### src/rtl/ad9228_frame_align_ctrl.sv
// Frame-alignment controller for one AD9228 LVDS channel: bitslips the ISERDES until FCO matches, then releases the gearbox.
// Latency: all outputs registered; gearbox_valid rises one cycle after the W0 FCO word that completes alignment.
// Backpressure: none; consumes one fco_word per data_in_clk. Optional macro AD9228_ALIGN_STATS_EN adds relock_count.
module ad9228_frame_align_ctrl #(
    parameter logic [23:0] FRAME_PATTERN = 24'hFC0FC0,
    parameter int          SETTLE_CYCLES = 16,
    parameter int          CHECK_WORDS   = 48,
    parameter int          MAX_SLIPS     = 8,
    parameter int          ERR_LIMIT     = 4
) (
    input  logic       data_in_clk,
    input  logic       rstn,
    input  logic       enable,
    input  logic [7:0] fco_word,
    output logic       bitslip,
    output logic       gearbox_valid,
    output logic       gearbox_rstn,
    output logic       locked,
    output logic       align_error,
    output logic [3:0] slip_count
`ifdef AD9228_ALIGN_STATS_EN
    ,
    output logic [7:0] relock_count
`endif
);

    localparam int SW = $clog2(SETTLE_CYCLES) + 1;
    localparam int MW = $clog2(CHECK_WORDS) + 1;
    localparam int EW = $clog2(ERR_LIMIT) + 1;

    typedef enum logic [2:0] {
        S_IDLE,
        S_SETTLE,
        S_CHECK,
        S_SLIP,
        S_WAIT_PHASE,
        S_LOCKED,
        S_ERROR
    } state_t;

    // Frame words in arrival order; W0 starts a 12-bit sample.
    logic [7:0] w_w0, w_w1, w_w2;
    assign w_w0 = FRAME_PATTERN[23:16];
    assign w_w1 = FRAME_PATTERN[15:8];
    assign w_w2 = FRAME_PATTERN[7:0];

    state_t        r_state, w_state_nxt;
    logic [1:0]    r_phase, w_phase_nxt;
    logic [SW-1:0] r_settle_cnt, w_settle_nxt;
    logic [MW-1:0] r_match_cnt, w_match_nxt;
    logic [EW-1:0] r_err_cnt, w_err_nxt;
    logic [3:0]    r_slip_count, w_slip_nxt;
    logic          r_bitslip, w_bitslip_nxt;
    logic          r_gearbox_valid, w_gb_valid_nxt;
    logic          r_gearbox_rstn, w_gb_rstn_nxt;
    logic          r_locked, w_locked_nxt;
    logic          r_align_error, w_align_err_nxt;

    logic [7:0]    w_pred;
    logic          w_match;
    logic          w_hit;
    logic [1:0]    w_hit_phase;
    logic [MW-1:0] w_match_inc;
    logic [EW-1:0] w_err_inc;
    logic          w_first;
    logic          w_check_ok;
    logic [1:0]    w_check_phase;

    function automatic logic [1:0] f_next_phase(input logic [1:0] p);
        return (p == 2'd2) ? 2'd0 : p + 2'd1;
    endfunction

    // Predicted word for the current phase and first-word phase acquisition.
    always_comb begin
        w_pred      = w_w0;
        w_hit       = 1'b0;
        w_hit_phase = 2'd0;
        case (r_phase)
            2'd1:    w_pred = w_w1;
            2'd2:    w_pred = w_w2;
            default: w_pred = w_w0;
        endcase
        if (fco_word == w_w0) begin
            w_hit       = 1'b1;
            w_hit_phase = 2'd1;
        end else if (fco_word == w_w1) begin
            w_hit       = 1'b1;
            w_hit_phase = 2'd2;
        end else if (fco_word == w_w2) begin
            w_hit       = 1'b1;
            w_hit_phase = 2'd0;
        end
    end

    assign w_match       = (fco_word == w_pred);
    assign w_match_inc   = r_match_cnt + MW'(1);
    assign w_err_inc     = r_err_cnt + EW'(1);
    // A zero match count marks the first word of a CHECK pass: any frame word is accepted and sets the phase.
    assign w_first       = (r_match_cnt == '0);
    assign w_check_ok    = w_first ? w_hit : w_match;
    assign w_check_phase = w_first ? w_hit_phase : f_next_phase(r_phase);

    // Next-state and next-output decode; every output is registered from these values.
    always_comb begin
        w_state_nxt     = r_state;
        w_phase_nxt     = r_phase;
        w_settle_nxt    = r_settle_cnt;
        w_match_nxt     = r_match_cnt;
        w_err_nxt       = r_err_cnt;
        w_slip_nxt      = r_slip_count;
        w_bitslip_nxt   = 1'b0;
        w_gb_valid_nxt  = r_gearbox_valid;
        w_gb_rstn_nxt   = r_gearbox_rstn;
        w_locked_nxt    = r_locked;
        w_align_err_nxt = r_align_error;

        if (!enable) begin
            // slip_count is kept so software can read the last attempt after disabling.
            w_state_nxt     = S_IDLE;
            w_phase_nxt     = 2'd0;
            w_settle_nxt    = '0;
            w_match_nxt     = '0;
            w_err_nxt       = '0;
            w_gb_valid_nxt  = 1'b0;
            w_gb_rstn_nxt   = 1'b0;
            w_locked_nxt    = 1'b0;
            w_align_err_nxt = 1'b0;
        end else begin
            case (r_state)
                S_IDLE: begin
                    w_state_nxt  = S_SETTLE;
                    w_slip_nxt   = 4'd0;
                    w_settle_nxt = SW'(SETTLE_CYCLES - 1);
                end
                S_SETTLE: begin
                    if (r_settle_cnt == '0) begin
                        w_state_nxt = S_CHECK;
                        w_match_nxt = '0;
                        w_err_nxt   = '0;
                    end else begin
                        w_settle_nxt = r_settle_cnt - SW'(1);
                    end
                end
                S_CHECK: begin
                    if (w_check_ok) begin
                        w_phase_nxt = w_check_phase;
                        w_match_nxt = w_match_inc;
                        if (w_match_inc == MW'(CHECK_WORDS)) begin
                            w_state_nxt = S_WAIT_PHASE;
                        end
                    end else begin
                        w_state_nxt = S_SLIP;
                    end
                end
                S_SLIP: begin
                    if (r_slip_count == 4'(MAX_SLIPS)) begin
                        w_state_nxt     = S_ERROR;
                        w_align_err_nxt = 1'b1;
                    end else begin
                        w_bitslip_nxt = 1'b1;
                        w_slip_nxt    = r_slip_count + 4'd1;
                        w_state_nxt   = S_SETTLE;
                        w_settle_nxt  = SW'(SETTLE_CYCLES - 1);
                    end
                end
                S_WAIT_PHASE: begin
                    if (w_match) begin
                        w_phase_nxt = f_next_phase(r_phase);
                        if (r_phase == 2'd0) begin
                            w_state_nxt    = S_LOCKED;
                            w_gb_valid_nxt = 1'b1;
                            w_gb_rstn_nxt  = 1'b1;
                            w_locked_nxt   = 1'b1;
                            w_err_nxt      = '0;
                        end
                    end else begin
                        w_state_nxt = S_SLIP;
                    end
                end
                S_LOCKED: begin
                    // The link keeps delivering one word per cycle, so the phase advances on corrupt words too.
                    w_phase_nxt = f_next_phase(r_phase);
                    if (w_match) begin
                        w_err_nxt = '0;
                    end else if (w_err_inc == EW'(ERR_LIMIT)) begin
                        w_state_nxt    = S_SETTLE;
                        w_settle_nxt   = SW'(SETTLE_CYCLES - 1);
                        w_slip_nxt     = 4'd0;
                        w_err_nxt      = '0;
                        w_gb_valid_nxt = 1'b0;
                        w_gb_rstn_nxt  = 1'b0;
                        w_locked_nxt   = 1'b0;
                    end else begin
                        w_err_nxt = w_err_inc;
                    end
                end
                S_ERROR: begin
                    w_align_err_nxt = 1'b1;
                    w_locked_nxt    = 1'b0;
                    w_gb_valid_nxt  = 1'b0;
                    w_gb_rstn_nxt   = 1'b0;
                end
                default: begin
                    w_state_nxt = S_IDLE;
                end
            endcase
        end
    end

    // State and registered-output update with asynchronous active-low reset.
    always_ff @(posedge data_in_clk or negedge rstn) begin
        if (!rstn) begin
            r_state         <= S_IDLE;
            r_phase         <= 2'd0;
            r_settle_cnt    <= '0;
            r_match_cnt     <= '0;
            r_err_cnt       <= '0;
            r_slip_count    <= 4'd0;
            r_bitslip       <= 1'b0;
            r_gearbox_valid <= 1'b0;
            r_gearbox_rstn  <= 1'b0;
            r_locked        <= 1'b0;
            r_align_error   <= 1'b0;
        end else begin
            r_state         <= w_state_nxt;
            r_phase         <= w_phase_nxt;
            r_settle_cnt    <= w_settle_nxt;
            r_match_cnt     <= w_match_nxt;
            r_err_cnt       <= w_err_nxt;
            r_slip_count    <= w_slip_nxt;
            r_bitslip       <= w_bitslip_nxt;
            r_gearbox_valid <= w_gb_valid_nxt;
            r_gearbox_rstn  <= w_gb_rstn_nxt;
            r_locked        <= w_locked_nxt;
            r_align_error   <= w_align_err_nxt;
        end
    end

    assign bitslip       = r_bitslip;
    assign gearbox_valid = r_gearbox_valid;
    assign gearbox_rstn  = r_gearbox_rstn;
    assign locked        = r_locked;
    assign align_error   = r_align_error;
    assign slip_count    = r_slip_count;

`ifdef AD9228_ALIGN_STATS_EN
    logic       w_relock_evt;
    logic [7:0] r_relock_count;

    assign w_relock_evt = (r_state == S_LOCKED) && (w_state_nxt == S_SETTLE);

    // Saturating count of lock losses; only rstn clears it, enable does not.
    always_ff @(posedge data_in_clk or negedge rstn) begin
        if (!rstn) begin
            r_relock_count <= 8'd0;
        end else if (w_relock_evt && (r_relock_count != 8'hFF)) begin
            r_relock_count <= r_relock_count + 8'd1;
        end
    end

    assign relock_count = r_relock_count;
`endif

endmodule

### config.mk
export PLATFORM = sky130hd
export DESIGN_NAME = ad9228_frame_align_ctrl
export DESIGN_NICKNAME = d
export VERILOG_FILES = /design/src/rtl/ad9228_frame_align_ctrl.sv
export SDC_FILE = /design/constraint.sdc
export NUM_CORES = 1
export LEC_CHECK = 0
export BUFFER_PORTS_ARGS = -buffer_cell sky130_fd_sc_hd__buf_4
export CAP_MARGIN = 40
export CORE_MARGIN = 2
export CORE_UTILIZATION = 55
export CTS_BUF_LIST = sky130_fd_sc_hd__clkbuf_8
export CTS_CLUSTER_SIZE = 16
export DETAILED_ROUTE_END_ITERATION = 8
export PLACE_DENSITY_LB_ADDON = 0.1
export SLEW_MARGIN = 25
export SYNTH_ARGS = -nofsm -noshare
export SYNTH_HDL_FRONTEND = slang
export SYNTH_SLANG_ARGS = --single-unit
### constraint.sdc
create_clock -name data_in_clk -period 2.1 [get_ports data_in_clk]
set_input_delay 0.315 -clock data_in_clk [delete_from_list [all_inputs] [get_ports data_in_clk]]
set_output_delay 0.315 -clock data_in_clk [all_outputs]
set_load 0.02 [all_outputs]
==> flow_metrics.env, run 1 <==
export IMPL_hold_depth=4
export IMPL_status="complete, but fails checks"
export IMPL_die_area_sq_um=4050
export IMPL_diodes=0
export IMPL_viasPerCell=5.99
export IMPL_crit_arrival_ns=2.41
export IMPL_maxCapViolCount=0
export IMPL_r2r_slack_ns=-0.16
export IMPL_synth_top_cell_by_area="dfrtp_1"
export IMPL_place_gp_congestion=0.936
export IMPL_clock_skew_ns=0.00309
export IMPL_timing_rr_start="r_match_cnt[0]"
export IMPL_grt_start_max_net_pins=28
export IMPL_cp_end_kind="flop"
export IMPL_achievable_frequency_ghz=0.442
export IMPL_clkTransAtPathRegs_ns=0.10
export IMPL_vias=1900
export IMPL_syn_cell_area_sq_um=1960
export IMPL_syn_instance_count=223
export IMPL_drt_wl_total_um=5080
export IMPL_hpwlAfterDp_um=3480
export IMPL_row_count=21
export IMPL_core_area_sq_um=3390
export IMPL_grt_overflow_total=0
export IMPL_start_kind="flop"
export IMPL_syn_area_per_cell_sq_um=8.78
export IMPL_avgRoutedWirePerCell_um=16.0
export IMPL_synth_edf_count=0
export IMPL_grt_util_all_layers=0.255
export IMPL_clk_path_buf_depth=2
export IMPL_yosysTopAreaCellShare=0.345
export IMPL_synth_cell_types=55
export IMPL_die_height_um=63.7
export IMPL_powerDensity_nw_per_um2=840
export IMPL_port_buffers=19
export IMPL_grt_pass1_vias=1813
export IMPL_hold_class="in2reg"
export IMPL_drcViolationCount=0
export IMPL_synth_warnings=0
export IMPL_ys_flop_type="dfrtp_1"
export IMPL_slew_headroom=0.645
export IMPL_die_w_um=63.7
export IMPL_ys_ff_latch=27
export IMPL_crit_fanout=5
export IMPL_r2r_end="r_phase[0]"
export IMPL_syn_to_final_growth_pct=31.4
export IMPL_antenna_left=0
export IMPL_syn_nets=246
export IMPL_grt_antenna_before_repair=0
export IMPL_synth_most_common_cell="dfrtp_1"
export IMPL_final_core_util=0.759
export IMPL_worst_skew_pair_late_latency_ns=0.28
export IMPL_period_needed_ns=2.26
export IMPL_pin_count=20
export IMPL_fin_crit_sh=1.08
export IMPL_final_max_slew_viol_count=0
export IMPL_cts_num_sinks=27
export IMPL_worst_slew_pin_slew_ns=0.527
export IMPL_vdd_ir_drop_max_mv=0.611
export IMPL_setup_viol=12
export IMPL_fin_ws_ns=-0.161
export IMPL_hp_start="enable"
export IMPL_nets=295
export IMPL_rsz0062_at_grt="yes"
export IMPL_synthTopCellsByCount="27 x dfrtp_1, 23 x nor2_1, 18 x nand2_1"
export IMPL_required_ns=2.25
export IMPL_firstDrtPassIters=5
export IMPL_violations="negative setup slack"
export IMPL_cts_htree_levels=1
export IMPL_grt_pass1_wl_um=8230
export IMPL_hold_violations=0
export IMPL_worstHoldEndpoint="r_state[2]"
export IMPL_synthArstFlopShare=1.00
export IMPL_start_util=0.578
export IMPL_drt_iter0_drc=124
export IMPL_fin_hold_ws_ns=0.445
export IMPL_critPathKind="reg2reg"
export IMPL_reg2reg_depth=10
export IMPL_synth_seq_area_share=0.345
export IMPL_cts_made_buffers=3
export IMPL_post_synth_main_area_contributors="dfrtp_1 35%, ha_1 7.7%, nor2_1 4.4%"
export IMPL_p_leak_nw=1.16
export IMPL_drive_gt1_frac=0.351
export IMPL_cts_root_buffer="clkbuf_8"
export IMPL_tritoncts="built"
==> registers in the layout (all words and copies together) (netlist names) <==
name	count
r_settle_cnt	5
locked	1
r_match_cnt	7
bitslip	1
r_err_cnt	3
r_phase	2
r_state	3
align_error	1
slip_count	4
==> stage by stage <==
step	setup TNS, ns	instance area [sq um]	power (mW)	setup WS [ns]	instances
after floorplan	-0.492	1960	1.32	-0.105	223
after global placement	-0.534	2310	1.65	-0.149	305
after detailed placement	-1.82	2310	1.70	-0.254	305
after CTS	-1.14	2430	2.06	-0.180	310
after global routing	-3.24	2570	2.33	-0.261	317
final	-1.05	2570	2.16	-0.161	317
==> where the power goes <==
| group | switching, mW | internal [mW] |
|---|---|---|
| Sequential | 0.0985 | 0.605 |
| Combinational | 0.589 | 0.551 |
| Clock | 0.179 | 0.140 |
| Total | 0.866 | 1.30 |
==> kinds of logic after synthesis <==
| logic type | Yosys count | share of synthesized area |
|---|---|---|
| buffers and inverters | 20 | 0.0460 |
| muxes | 5 | 0.0300 |
| DFF | 27 | 0.345 |
| and+or+nand+nor | 94 | 0.268 |
| xor gates and xnor gates | 3 | 0.0134 |
| adders and majority gates | 12 | 0.0767 |
| AOI/OAI and AO/OA | 62 | 0.221 |
==> cells in the final DEF, fill, tap and decap left out, types with 2 or more instances in the layout <==
cell and n:
buf_4 51, dfrtp_1 27, nor2_1 23, nand2_1 18
a21oi_1 14, inv_1 9, ha_1 9, a22o_1 7
nand2b_1 6, o21ai_0 6, nand3_1 6, a21o_1 5
o21ai_1 5, nand3b_1 4, nor3_1 4, or2_2 4
a311oi_1 4, nand4_1 3, o211ai_1 3, mux2_4 3
clkbuf_8 3, inv_2 2, and3b_2 2, o21ai_4 2
nor3b_1 2, xor2_1 2, and3_1 2, a31oi_1 2
nor2b_1 2, a21oi_2 2, ha_4 2
==> worst max-delay path, stage by stage (launching register included) <==
cell and delay, ns:
dfrtp_1 0.40, inv_1 0.06, ha_1 0.13, or4b_4 0.47, nor3_4 0.18, a21boi_4 0.26, o21ai_4 0.12, buf_6 0.15
buf_4 0.14, a21oi_2 0.17, a311oi_2 0.06
==> per-layer routing <==
layer	wire (um)	GRT usage	vias up
met5	0	0	-
met4	99	0.0652	0
met3	223	0.0589	10
met2	2600	0.447	51
met1	2160	0.315	929
li1	-	-	910
==> layout make-up <==
class | instances | area [sq um]
clock buffers | 3 | 41.3
clock inverters | 1 | 8.76
fillers | 244 | 816
inverters | 11 | 41.3
multi-input cells | 176 | 1350
flip-flops and latches | 27 | 676
well taps | 46 | 57.6
repair buffers | 53 | 404
==> repair_timing <==
action                                  4_1_cts  5_1_grt
hold endpoints to repair                     27        0
pin swaps                                    10        9
hold buffers                                  1        0
endpoints found under the setup margin       19       22
resized for setup                            15       24
gates cloned                                  0        0
buffers inserted                              0        7
==> worst max path at each step <==
stage                                end  slack [ns]           start
final                         r_phase[0]       -0.16  r_match_cnt[0]
after global routing          r_phase[0]       -0.26  r_match_cnt[0]
after CTS                     r_state[1]       -0.18  r_match_cnt[0]
after detailed placement      r_state[1]       -0.25      r_phase[0]
after global placement        r_state[1]       -0.15      r_phase[0]
after floorplan           r_match_cnt[0]       -0.10  r_match_cnt[0]
Note: power is estimated with default switching activity, not from simulation.
==> run 2: changes to the inputs <==
--- a/config.mk
+++ b/config.mk
@@ -6,7 +6,7 @@
 export NUM_CORES = 1
 export LEC_CHECK = 0
 export BUFFER_PORTS_ARGS = -buffer_cell sky130_fd_sc_hd__buf_4
-export CAP_MARGIN = 40
+export CAP_MARGIN = 10
 export CORE_MARGIN = 2
 export CORE_UTILIZATION = 55
 export CTS_BUF_LIST = sky130_fd_sc_hd__clkbuf_8
==> constraint.sdc (replaced) <==
create_clock -name data_in_clk -period 1.9 [get_ports data_in_clk]
set_input_delay 0.285 -clock data_in_clk [delete_from_list [all_inputs] [get_ports data_in_clk]]
set_output_delay 0.285 -clock data_in_clk [all_outputs]
set_load 0.02 [all_outputs]
==> run 2 against run 1 <==
- the run still ends with negative setup slack left
- critical path depth shrank 2
- clock-buffer cell count is the same
- cell area grew 8.1%
- sequential share of layout area shrank 2.0 points
- core utilization grew 6.2 points
- largest cell class unchanged
- worst hold slack lost 0.066 ns
- power grew 19%
- fmax shrank 2.1%
- clock skew grew 0.0036 ns
- global-route usage grew 1.1 points
- non-clock buffer count grew 19
==> flow_metrics.env, run 2 (synthesis results as in run 1) <==
export IMPL_status="complete, but fails checks"
export IMPL_violations="negative setup slack"
export IMPL_cts_htree_levels=1
export IMPL_final_common_cell="buf_4"
export IMPL_grt_util_all_layers=0.266
export IMPL_antenna_left=0
export IMPL_cts_root_buffer="clkbuf_8"
export IMPL_slew_headroom=0.651
export IMPL_pin_count=20
export IMPL_tns_ns=-5.68
export IMPL_p_leak_nw=1.27
export IMPL_clkTransAtPathRegs_ns=0.11
export IMPL_regMostFlops="r_match_cnt"
export IMPL_timing_rr_start="r_match_cnt[0]"
export IMPL_fill_cells=202
export IMPL_firstDrtPassIters=4
export IMPL_die_area_sq_um=4050
export IMPL_worst_skew_pair_late_latency_ns=0.29
export IMPL_core_area_sq_um=3390
export IMPL_worst_slew_pin_slew_ns=0.516
export IMPL_hold_class="in2reg"
export IMPL_grt_overflow_total=0
export IMPL_layout_common_cells="66 x buf_4, 27 x dfrtp_1, 18 x nor2_1, 18 x nand2_1, 15 x a21oi_1"
export IMPL_tritoncts="built"
export IMPL_row_count=21
export IMPL_nets=314
export IMPL_dp_cells=325
export IMPL_drive_gt1_frac=0.410
export IMPL_rsz0062_at_grt="yes"
export IMPL_viasPerCell=5.94
export IMPL_grt_pass1_vias=1983
export IMPL_required_ns=2.08
export IMPL_grt_antenna_before_repair=0
export IMPL_grt_pass1_wl_um=8700
export IMPL_drt_wl_total_um=5370
export IMPL_hp_start="enable"
export IMPL_seqCellArea_sq_um=676
export IMPL_critPathKind="reg2reg"
export IMPL_clock_skew_ns=0.00668
export IMPL_final_cells=336
export IMPL_crit_fanout=5
export IMPL_place_gp_congestion=0.870
export IMPL_drcViolationCount=0
export IMPL_crit_arrival_ns=2.49
export IMPL_period_needed_ns=2.31
export IMPL_vdd_ir_drop_max_mv=0.649
export IMPL_clk_path_buf_depth=2
export IMPL_port_buffers=19
export IMPL_cp_end_kind="flop"
export IMPL_fin_total_pwr_mw=2.57
export IMPL_syn_to_final_growth_pct=42.1
export IMPL_startpoint="r_match_cnt[0]"
export IMPL_final_core_util=0.821
export IMPL_start_kind="flop"
export IMPL_diodes=0
export IMPL_start_util=0.578
export IMPL_cts_made_buffers=3
export IMPL_setup_viol=21
export IMPL_die_height_um=63.7
export IMPL_final_max_slew_viol_count=0
export IMPL_cts_num_sinks=27
export IMPL_fin_crit_sh=1.21
export IMPL_avgRoutedWirePerCell_um=16.0
export IMPL_vias=1995
export IMPL_powerDensity_nw_per_um2=924
export IMPL_grt_start_max_net_pins=28
export IMPL_fin_ws_ns=-0.408
export IMPL_die_w_um=63.7
export IMPL_hpwlAfterDp_um=3650
export IMPL_drt_iter0_drc=119
export IMPL_achievable_frequency_ghz=0.433
export IMPL_multi_input_area_sq_um=1400
export IMPL_largest_reg_flops=7
export IMPL_maxCapViolCount=0
export IMPL_hold_violations=0
==> run 2: metrics by stage <==
step                hold slack (ns)  cell area [sq um]  worst slack, ns
global route                  0.426               2780           -0.483
global placement              0.219               2490           -0.324
CTS                           0.349               2640           -0.365
finish                        0.379               2780           -0.408
detailed placement            0.226               2490           -0.401
floorplan                   -0.0106               1990           -0.305
==> run 2: timing repair <==
action	CTS	global route
endpoints found under the setup margin	24	25
resized for setup	19	27
hold buffers	1	0
pin swaps	10	15
endpoints found under the hold margin	27	0
buffers inserted	3	3
==> run 2: worst paths after layout <==
kind	slack (ns)	end	cells past startpoint
max	-0.41	r_state[1]	8
min	0.38	r_state[2]	4
max reg2reg	-0.41	r_state[1]	8
min reg2reg	0.50	r_err_cnt[2]	1
max in group asynchronous	1.19	align_error	2
min in group asynchronous	0.44	r_err_cnt[0]	2
==> run 2: report_power, final <==
group | internal (mW) | leakage [nW] | switching (mW) | total (mW)
clock network | 0.150 | 0.0217 | 0.210 | 0.359
logic | 0.707 | 0.885 | 0.739 | 1.45
registers | 0.669 | 0.366 | 0.0960 | 0.765
==> run 2: critical path, stage by stage (launching register included) <==
cell and delay [ns]:
dfrtp_1 0.40, inv_1 0.07, ha_1 0.14, or4b_4 0.47, nor3_4 0.20, a21boi_4 0.26, o21ai_4 0.10, o21ai_2 0.23
mux2_4 0.33
==> run 2: final cells by class <==
| class | count | area share |
|---|---|---|
| Inverter | 11 | 0.0148 |
| Tap cell | 46 | 0.0207 |
| Timing Repair Buffer | 72 | 0.202 |
| Clock inverter | 1 | 0.00270 |
| Sequential cell | 27 | 0.243 |
| Multi-Input combinational cell | 176 | 0.502 |
| Clock buffer | 3 | 0.0148 |
==> run 2: metal layers <==
layer | GRT usage | share of wire | vias up
met5 | 0 | 0 | -
met4 | 0.0978 | 0.019 | 0
met3 | 0.0268 | 0.046 | 13
met2 | 0.495 | 0.52 | 74
met1 | 0.313 | 0.41 | 955
li1 | - | - | 953
